**src/rtl/modinv_euclid_if.sv**
```systemverilog
// Request/response bundle of the modular-inverse unit: operands and start in,
// status and results out.
`timescale 1ns/1ps
interface modinv_euclid_if #(parameter int W = 32);
  logic         start;
  logic [W-1:0] a;
  logic [W-1:0] m;
  logic         neg;
  logic         busy;
  logic         done;
  logic [W-1:0] inv;
  logic [W-1:0] gcd;
  logic         no_inv;

  modport master (output start, a, m, neg, input busy, done, inv, gcd, no_inv);
  modport slave  (input start, a, m, neg, output busy, done, inv, gcd, no_inv);
endinterface

```
**src/rtl/modinv_euclid.sv**
```systemverilog
// Sequential modular inverse by extended Euclid: one restoring division step per
// cycle, with the quotient*t1 product accumulated Horner-style alongside it.
`timescale 1ns/1ps
module modinv_euclid #(
  parameter int W = 32
) (
  input  logic           clk,
  input  logic           rst_n,
  modinv_euclid_if.slave bus
);

  localparam int CW = $clog2(W);

  typedef enum logic [2:0] {IDLE, CHECK, DIV, UPD, FIN} state_t;

  state_t              state_q;
  logic [W-1:0]        m_q;
  logic                neg_q;
  logic [W-1:0]        r0_q;
  logic [W-1:0]        r1_q;
  logic [W-1:0]        rem_q;
  logic signed [W+1:0] t0_q;
  logic signed [W+1:0] t1_q;
  logic signed [W+1:0] acc_q;
  logic [CW-1:0]       cnt_q;
  logic                busy_q;
  logic                done_q;
  logic [W-1:0]        inv_q;
  logic [W-1:0]        gcd_q;
  logic                no_inv_q;

  logic [W:0]          trial_d;
  logic                qbit_d;
  logic [W-1:0]        rem_d;
  logic signed [W+1:0] acc_d;
  logic [W-1:0]        x_d;
  logic [W-1:0]        inv_d;

  // One restoring step: bring down the next dividend bit, subtract if it fits.
  always_comb begin
    trial_d = {rem_q, r0_q[cnt_q]};
    qbit_d  = (trial_d >= {1'b0, r1_q});
    rem_d   = W'(qbit_d ? (trial_d - {1'b0, r1_q}) : trial_d);
    acc_d   = (acc_q <<< 1) + (qbit_d ? t1_q : {(W+2){1'b0}});
  end

  // Final coefficient t0 lies in (-m, m); fold into [0, m) then optionally negate.
  always_comb begin
    x_d   = W'(t0_q[W+1] ? (t0_q + $signed({2'b00, m_q})) : t0_q);
    inv_d = (neg_q && (x_d != '0)) ? (m_q - x_d) : x_d;
  end

  always_ff @(posedge clk or negedge rst_n) begin
    if (!rst_n) begin
      state_q  <= IDLE;
      m_q      <= '0;
      neg_q    <= 1'b0;
      r0_q     <= '0;
      r1_q     <= '0;
      rem_q    <= '0;
      t0_q     <= '0;
      t1_q     <= '0;
      acc_q    <= '0;
      cnt_q    <= '0;
      busy_q   <= 1'b0;
      done_q   <= 1'b0;
      inv_q    <= '0;
      gcd_q    <= '0;
      no_inv_q <= 1'b0;
    end else begin
      done_q <= 1'b0;
      unique case (state_q)
        IDLE: begin
          // The done cycle is spent in IDLE, so a start landing there is dropped.
          if (bus.start && !done_q) begin
            m_q     <= bus.m;
            neg_q   <= bus.neg;
            r0_q    <= bus.m;
            r1_q    <= bus.a;
            t0_q    <= '0;
            t1_q    <= (W+2)'(1);
            busy_q  <= 1'b1;
            state_q <= CHECK;
          end
        end
        CHECK: begin
          if (r1_q == '0) begin
            state_q <= FIN;
          end else begin
            rem_q   <= '0;
            acc_q   <= '0;
            cnt_q   <= CW'(W - 1);
            state_q <= DIV;
          end
        end
        DIV: begin
          rem_q <= rem_d;
          acc_q <= acc_d;
          cnt_q <= cnt_q - CW'(1);
          if (cnt_q == '0) begin
            state_q <= UPD;
          end
        end
        UPD: begin
          r0_q    <= r1_q;
          r1_q    <= rem_q;
          t0_q    <= t1_q;
          t1_q    <= t0_q - acc_q;
          state_q <= CHECK;
        end
        FIN: begin
          gcd_q <= r0_q;
          if ((m_q < W'(2)) || (r0_q != W'(1))) begin
            no_inv_q <= 1'b1;
            inv_q    <= '0;
          end else begin
            no_inv_q <= 1'b0;
            inv_q    <= inv_d;
          end
          busy_q  <= 1'b0;
          done_q  <= 1'b1;
          state_q <= IDLE;
        end
        default: state_q <= IDLE;
      endcase
    end
  end

  assign bus.busy   = busy_q;
  assign bus.done   = done_q;
  assign bus.inv    = inv_q;
  assign bus.gcd    = gcd_q;
  assign bus.no_inv = no_inv_q;

endmodule

```
**src/flat_wrapper.sv**
```systemverilog
// flat-port wrapper written by rule: the top's interface ports become plain ports
module modinv_euclid_flat 
#(
  parameter int W = 32
)
  (clk, rst_n, bus_start, bus_a, bus_m, bus_neg, bus_busy, bus_done, bus_inv, bus_gcd, bus_no_inv);
  modinv_euclid_if #(.W(W)) bus_i ();
  input  logic clk;
  input  logic rst_n;
  input wire logic [$bits(bus_i.start)-1:0] bus_start;
  input wire logic [$bits(bus_i.a)-1:0] bus_a;
  input wire logic [$bits(bus_i.m)-1:0] bus_m;
  input wire logic [$bits(bus_i.neg)-1:0] bus_neg;
  output wire logic [$bits(bus_i.busy)-1:0] bus_busy;
  output wire logic [$bits(bus_i.done)-1:0] bus_done;
  output wire logic [$bits(bus_i.inv)-1:0] bus_inv;
  output wire logic [$bits(bus_i.gcd)-1:0] bus_gcd;
  output wire logic [$bits(bus_i.no_inv)-1:0] bus_no_inv;
  assign bus_i.start = bus_start;
  assign bus_i.a = bus_a;
  assign bus_i.m = bus_m;
  assign bus_i.neg = bus_neg;
  assign bus_busy = bus_i.busy;
  assign bus_done = bus_i.done;
  assign bus_inv = bus_i.inv;
  assign bus_gcd = bus_i.gcd;
  assign bus_no_inv = bus_i.no_inv;
  modinv_euclid #(.W(W)) u_core (.clk(clk), .rst_n(rst_n), .bus(bus_i));
endmodule
```
**config.mk**
```make
export PLATFORM = sky130hd
export DESIGN_NAME = modinv_euclid_flat
export DESIGN_NICKNAME = d
export VERILOG_FILES = /design/src/rtl/modinv_euclid_if.sv /design/src/rtl/modinv_euclid.sv /design/src/flat_wrapper.sv
export SDC_FILE = /design/constraint.sdc
export NUM_CORES = 1
export LEC_CHECK = 0
export CORE_ASPECT_RATIO = 0.5
export CORE_UTILIZATION = 47
export CTS_CLUSTER_DIAMETER = 30
export DETAILED_ROUTE_END_ITERATION = 8
export PLACE_DENSITY = 0.63
export SLEW_MARGIN = 20
export SYNTH_ARGS = -nofsm -noshare
export SYNTH_HDL_FRONTEND = slang
export SYNTH_SLANG_ARGS = --single-unit
```
**constraint.sdc**
```tcl
create_clock -name clk -period 17.7 [get_ports clk]
set_clock_uncertainty 0.1 [all_clocks]
set_input_delay 1.77 -clock clk [delete_from_list [all_inputs] [get_ports clk]]
set_output_delay 1.77 -clock clk [all_outputs]
set_load 0.02 [all_outputs]
```
==> metrics, run 1 <==
P_int=2.47 mW; status=completed; Yosys top cell area share=0.356; Pre-Repair DR Iteration Count=5; number of synthesized flops with an enable pin=0; first-pass GRT wire length=104 mm; diode count=0; cts bufs inserted=47; chip width=304 um; Setup Viol. Count Final=0; Syn Inst Count=2582; WL final=64.7 mm; Comb pwr share=0.560; Cell Area, Placed=23300 um2; Area contributors post-synth=dfrtp_1 36%, nand2_1 9.5%, ha_1 9.4%; Hold WC Path Type=flop to flop; Initial DRC Count=1332; Post-CTS Setup Bufs=0; Post-synth ARST share=1.00; clock power share=0.192; drt via density=5.86; crit-path max FO=35; Seq pwr share=0.247; IO Pins=135; hold_ws=0.376 ns; Cell Rows=54; type of destination of the critical path=flop; Final Slew Violations=0; grt total ovfl=0; Clk pin slew, worst setup/hold paths=0.07 ns; Primary FF master, synth=dfrtp_1; final-report hold violation count=0; most common cell after layout, fill and taps aside=nand2_1; CTS tree=yes; pin count of the biggest net entering global routing=165; Final period util=0.456; H-tree depth=2; Pleak=11.2 nW; peak per-stage delay on the critical path=0.72 ns; Slowest cell on crit path=dfrtp_1; sw frac=0.473; initial core utilization=0.485; post-synth net total=2816; Synth cell types=92; Req. time, crit path=18.00 ns; Area growth, synth to finish=15.6%; Nets=2902; Die Area=46700 um2; clock latency on the worst-skew pair=0.58 ns; DRT antenna net count=0; post_cts resized=0; clk buf depth=3; # clock sinks=306; Core ar.=44300 um2; RSZ-0062 raised after global routing=no; GRT Util Overall=0.279; proportion of layout cells with a drive suffix above 1=0.0643; Final Cell Area=24900 um2; actual slew at the worst max-slew pin=1.08 ns; Max-cap violations=0; kind of critical path=flop to flop; detailed placer's ending HPWL=48.0 mm; peak supply drop=0.114 mV; fin util=0.561; most used cell, CP=a21o_1; Syn Std Cell Area=21500 um2; routed vias=19300; YS warnings=0; WL per Instance=19.7 um; leading area contributor after synthesis=dfrtp_1; commonest cells after routing, fill and taps aside=543 x nand2_1, 305 x dfrtp_1, 161 x ha_1; Slew headroom=0.282; CTS Hold Bufs=0; critical path launch point type=flop; f_max=0.124 GHz; switching power=2.22 mW; port bufs=134; Chip Height=153 um; P per Cell Area=188 nW/um2; Avg Inst Size Synth=8.33 um2; Power, Total=4.68 mW; setup TNS=0 ns; Arr. time, crit path=8.38 ns; Placer Congestion=0.954; initial antenna violation count=1; post-route minimum period=8.08 ns; CTS root buf=clkbuf_16; DRC Markers=0; vias in the first global route=19100; FF+latch count, synth=306; sequential area share after synthesis=0.356
==> cells in the mapped netlist, types with 10 or more instances <==
cell type,count
a21boi_0,10
a21o_1,62
a21oi_1,146
a31oi_1,50
and2_1,34
and3_1,14
buf_1,16
clkbuf_1,91
dfrtp_1,306
ha_1,161
inv_1,124
mux2i_1,40
mux4_2,10
nand2_1,545
nand2b_1,23
nand3_1,60
nand4_1,23
nor2_1,142
nor2b_1,22
nor3_1,40
nor4_1,31
o211ai_1,48
o21a_1,28
o21ai_0,145
o21ai_1,25
o21bai_1,15
o22ai_1,44
o31ai_1,15
or3_1,17
xnor2_1,75
xor2_1,41
==> registers in the layout (all words and copies together), names as in the netlist, 3 cells and up <==
signal,count
u_core.r1_q,32
u_core.r0_q,32
u_core.m_q,32
u_core.bus.gcd,32
u_core.acc_q,34
u_core.rem_q,32
u_core.bus.inv,32
u_core.t0_q,34
u_core.cnt_q,5
u_core.state_q,3
u_core.t1_q,34
==> layout make-up <==
cell class	instances	area, um2
fillers	4152	19500
multi-input cells	2033	13000
flip-flops and latches	306	7660
repair buffers	154	1510
clock buffers	55	1250
well taps	588	736
inverters	126	473
clock inverters	30	277
==> stage by stage <==
stage,std cells,setup WS [ns]
floorplan,2582,10.56
global placement,3207,9.93
detailed placement,3207,9.81
CTS,3292,9.68
global route,3292,8.88
finish,3292,9.62
==> cell families after synthesis <==
family | synth area share
XOR/XNOR | 0.0473
multiplexers | 0.0318
flip-flops | 0.356
adder cells (fa/ha/maj) | 0.0984
AND/OR/NAND/NOR | 0.212
AO/OA/AOI/OAI | 0.211
buffers and inverters | 0.0437
==> worst max-delay path, delay by kind of cell (launching register included) <==
| family | cells | cell delay, ns |
|---|---|---|
| xor+xnor | 1 | 0.16 |
| compound gates | 18 | 4.23 |
| flops | 1 | 0.72 |
| mux | 3 | 1.30 |
| fa+ha+maj | 2 | 0.51 |
| simple gates | 4 | 0.80 |
| buf+inv | 1 | 0.06 |
==> final timing paths <==
kind                                                startpoint                              to  slack, ns  cells after the start
worst max-delay path               u_core.cnt_q[1]$_DFFE_PN0P_    u_core.acc_q[32]$_DFFE_PN0P_       9.62                     29
worst min-delay path            u_core.bus.gcd[19]$_DFFE_PN0P_  u_core.bus.gcd[19]$_DFFE_PN0P_       0.38                      2
min in group asynchronous                                rst_n    u_core.rem_q[13]$_DFFE_PN0P_       1.10                      1
worst max register to register     u_core.cnt_q[1]$_DFFE_PN0P_    u_core.acc_q[32]$_DFFE_PN0P_       9.62                     29
worst min register to register  u_core.bus.gcd[19]$_DFFE_PN0P_  u_core.bus.gcd[19]$_DFFE_PN0P_       0.38                      2
max in group asynchronous                                rst_n  u_core.bus.inv[27]$_DFFE_PN0P_      14.96                      2
==> power groups by stage <==
stage / logic, mW / clock network (mW) / registers (mW)
2_1_floorplan: 2.03 / 0 / 1.03
3_3_place_gp: 2.56 / 0 / 1.15
3_5_place_dp: 2.58 / 0 / 1.16
4_1_cts: 2.60 / 0.918 / 1.15
5_1_grt: 2.92 / 0.951 / 1.18
6_report: 2.62 / 0.901 / 1.16
==> metal layers <==
metal,wire length (um),global-route usage
met4,1770,0.0818
met2,29400,0.449
met3,4120,0.0616
met1,29400,0.377
met5,17,0
No activity file was read; power rests on OpenSTA's default activity.
==> inputs of run 2 (changes only) <==
==> constraint.sdc (replaced) <==
create_clock -name clk -period 8.4 [get_ports clk]
set_clock_uncertainty 0.1 [all_clocks]
set_input_delay 0.84 -clock clk [delete_from_list [all_inputs] [get_ports clk]]
set_output_delay 0.84 -clock clk [all_outputs]
set_load 0.02 [all_outputs]
==> run 2 against run 1 <==
Non-clock buffer count rose by 1. Wire length rose by 0.43%. Global-route usage barely moved. First-iteration DRC count rose by 8.3%. Maximum frequency rose by 3.6%. Combinational power rose by 110%. Cell area rose by 1.1%. Worst setup slack got worse by 9.0 ns. Utilization rose by 0.62 points. Final cell count barely moved. Die area did not move. Clock power rose by 140%. Critical path type unchanged. Critical endpoint is now u_core.acc_q[31]$_DFFE_PN0P_. Largest power group unchanged.
==> metrics, run 2 (synthesis gave the netlist of run 1 again) <==
status=completed (unchanged); H-tree depth=2 (unchanged); switching power=4.66 mW (was 2.22 mW); sw frac=0.459 (was 0.473); Seq pwr share=0.240 (was 0.247); setup TNS=0 ns (unchanged); r2r setup slk=0.60 ns (was 9.62 ns); Post-Route M1 WL=29.4 mm (about the same); DRC Markers=0 (unchanged); port bufs=134 (unchanged); commonest cells after routing, fill and taps aside=543 x nand2_1, 304 x dfrtp_1, 161 x ha_1 (was 543 x nand2_1, 305 x dfrtp_1, 161 x ha_1); Die Area=46700 um2 (unchanged); post-route minimum period=7.80 ns (was 8.08 ns); Max-cap violations=0 (unchanged); chip width=304 um (unchanged); CP Buf/Inv Count=1 (unchanged); # clock sinks=306 (unchanged); Reg2Reg Depth=30 (was 29); Slowest cell on crit path=dfrtp_2 (was dfrtp_1); largest registers=u_core.acc_q: 34 flops, u_core.t0_q: 34 flops, u_core.t1_q: 34 flops (unchanged); Comb pwr share=0.543 (was 0.560); WL met3=4.10 mm (was 4.12 mm); Area growth, synth to finish=16.9% (was 15.6%); initial antenna violation count=2 (was 1); Worst path top cell family by delay=compound AO/OA/AOI/OAI gates (unchanged); type of destination of the critical path=flop (unchanged); Placer Congestion=0.958 (was 0.954); initial core utilization=0.485 (unchanged); DRT antenna net count=0 (unchanged); Clk pin slew, worst setup/hold paths=0.07 ns (about the same); CTS tree=yes (unchanged); final-report hold violation count=0 (unchanged); actual slew at the worst max-slew pin=1.02 ns (was 1.08 ns); proportion of layout cells with a drive suffix above 1=0.0658 (was 0.0643); P_int=5.50 mW (was 2.47 mW); reg-to-reg endpoint=u_core.acc_q[31]$_DFFE_PN0P_ (was u_core.acc_q[32]$_DFFE_PN0P_); pin count of the biggest net entering global routing=160 (was 165); CTS root buf=clkbuf_16 (unchanged); top layer in use=met4 (was met5); Nets=2904 (was 2902); clock power share=0.217 (was 0.192); WL final=65.0 mm (was 64.7 mm); f_max=0.128 GHz (was 0.124 GHz); RSZ-0062 raised after global routing=no (unchanged); crit-path max FO=35 (unchanged); critical path launch point type=flop (unchanged); Setup Viol. Count Final=0 (unchanged); P per Cell Area=404 nW/um2 (was 188 nW/um2); FF-to-FF Start=u_core.cnt_q[1]$_DFFE_PN0P_ (unchanged); kind of critical path=flop to flop (unchanged); GRT Util Overall=0.279 (about the same); Cell Area, Placed=23300 um2 (about the same); Chip Height=153 um (unchanged); routed vias=19200 (was 19300); peak per-stage delay on the critical path=0.57 ns (was 0.72 ns); Arr. time, crit path=8.11 ns (was 8.38 ns); cts bufs inserted=48 (was 47); grt total ovfl=0 (unchanged); Pre-Repair DR Iteration Count=5 (unchanged); Final Cell Area=25100 um2 (was 24900 um2); detailed placer's ending HPWL=48.2 mm (was 48.0 mm); IO Pins=135 (unchanged); Hold WC Path Type=input port to asynchronous set/reset pin (was flop to flop); clock latency on the worst-skew pair=0.60 ns (was 0.58 ns); met2 wire length=29.6 mm (was 29.4 mm); Pleak=11.3 nW (was 11.2 nW); drt via density=5.84 (was 5.86); Req. time, crit path=8.71 ns (was 18.00 ns); first-pass GRT wire length=103 mm (was 104 mm); Slew headroom=0.304 (was 0.282); diode count=0 (unchanged); vias in the first global route=18900 (was 19100); Initial DRC Count=1442 (was 1332); Final Slew Violations=0 (unchanged); Cell Rows=54 (unchanged); Core ar.=44300 um2 (unchanged); peak supply drop=0.181 mV (was 0.114 mV); Final period util=0.929 (was 0.456); clk buf depth=3 (unchanged); most common cell after layout, fill and taps aside=nand2_1 (unchanged); WL per Instance=19.7 um (about the same)
[run 2: stage by stage]
stage / instances / utilization / worst slack (ns) / hold slack [ns] / power, mW
after global routing: 3295 / 0.567 / 0.0589 / 0.207 / 10.9
after global placement: 3208 / 0.527 / 0.624 / 0.363 / 7.83
final: 3295 / 0.567 / 0.600 / 0.132 / 10.2
after floorplan: 2582 / - / 1.26 / 0.362 / 6.43
after CTS: 3295 / 0.567 / 0.431 / 0.187 / 10.1
after detailed placement: 3208 / 0.527 / 0.453 / 0.364 / 7.87
[run 2: layout make-up]
cell class / instances / area [um2]
clock buffers: 60 / 1340
clock inverters: 27 / 450
fillers: 4141 / 19200
inverters: 126 / 473
multi-input cells: 2033 / 13000
flip-flops and latches: 306 / 7660
well taps: 588 / 736
repair buffers: 155 / 1520
[run 2: power groups by stage]
stage / Combinational (mW) / Clock (mW) / Sequential (mW)
floorplan: 4.27 / 0 / 2.16
global placement: 5.40 / 0 / 2.43
detailed placement: 5.43 / 0 / 2.44
CTS: 5.48 / 2.24 / 2.41
global route: 6.15 / 2.31 / 2.48
finish: 5.52 / 2.20 / 2.44
[run 2: what timing repair did]
item                       CTS  global route
hold buffers                 0             0
setup buffers                0             0
gates resized for setup      0             1
setup endpoints to repair    0             2
hold endpoints to repair     0             0
[run 2: how the worst max path moves through the flow]
stage	start	end	slack, ns	depth (start not counted)
floorplan	u_core.cnt_q[1]$_DFFE_PN0P_	u_core.acc_q[32]$_DFFE_PN0P_	1.26	31
global placement	u_core.cnt_q[1]$_DFFE_PN0P_	u_core.acc_q[32]$_DFFE_PN0P_	0.62	29
detailed placement	u_core.cnt_q[1]$_DFFE_PN0P_	u_core.acc_q[32]$_DFFE_PN0P_	0.45	29
CTS	u_core.cnt_q[1]$_DFFE_PN0P_	u_core.acc_q[32]$_DFFE_PN0P_	0.43	29
global route	u_core.cnt_q[1]$_DFFE_PN0P_	u_core.acc_q[31]$_DFFE_PN0P_	0.06	30
finish	u_core.cnt_q[1]$_DFFE_PN0P_	u_core.acc_q[31]$_DFFE_PN0P_	0.60	30
[run 2: metal layers]
layer | up-vias | global-route usage
li1 | 9392 | -
met1 | 9255 | 0.379
met2 | 467 | 0.446
met3 | 119 | 0.0564
met4 | 0 | 0.0873
met5 | - | 0
[run 2: worst register-to-register path: cells and delay by family (launching register included)]
kind                       cells  cell delay, ns
AOI/OAI and AO/OA             17            3.95
adders and majority gates      3            0.64
buffers and inverters          1            0.07
muxes                          3            1.31
and+or+nand+nor                5            0.85
xor gates and xnor gates       1            0.13
DFF                            1            0.57
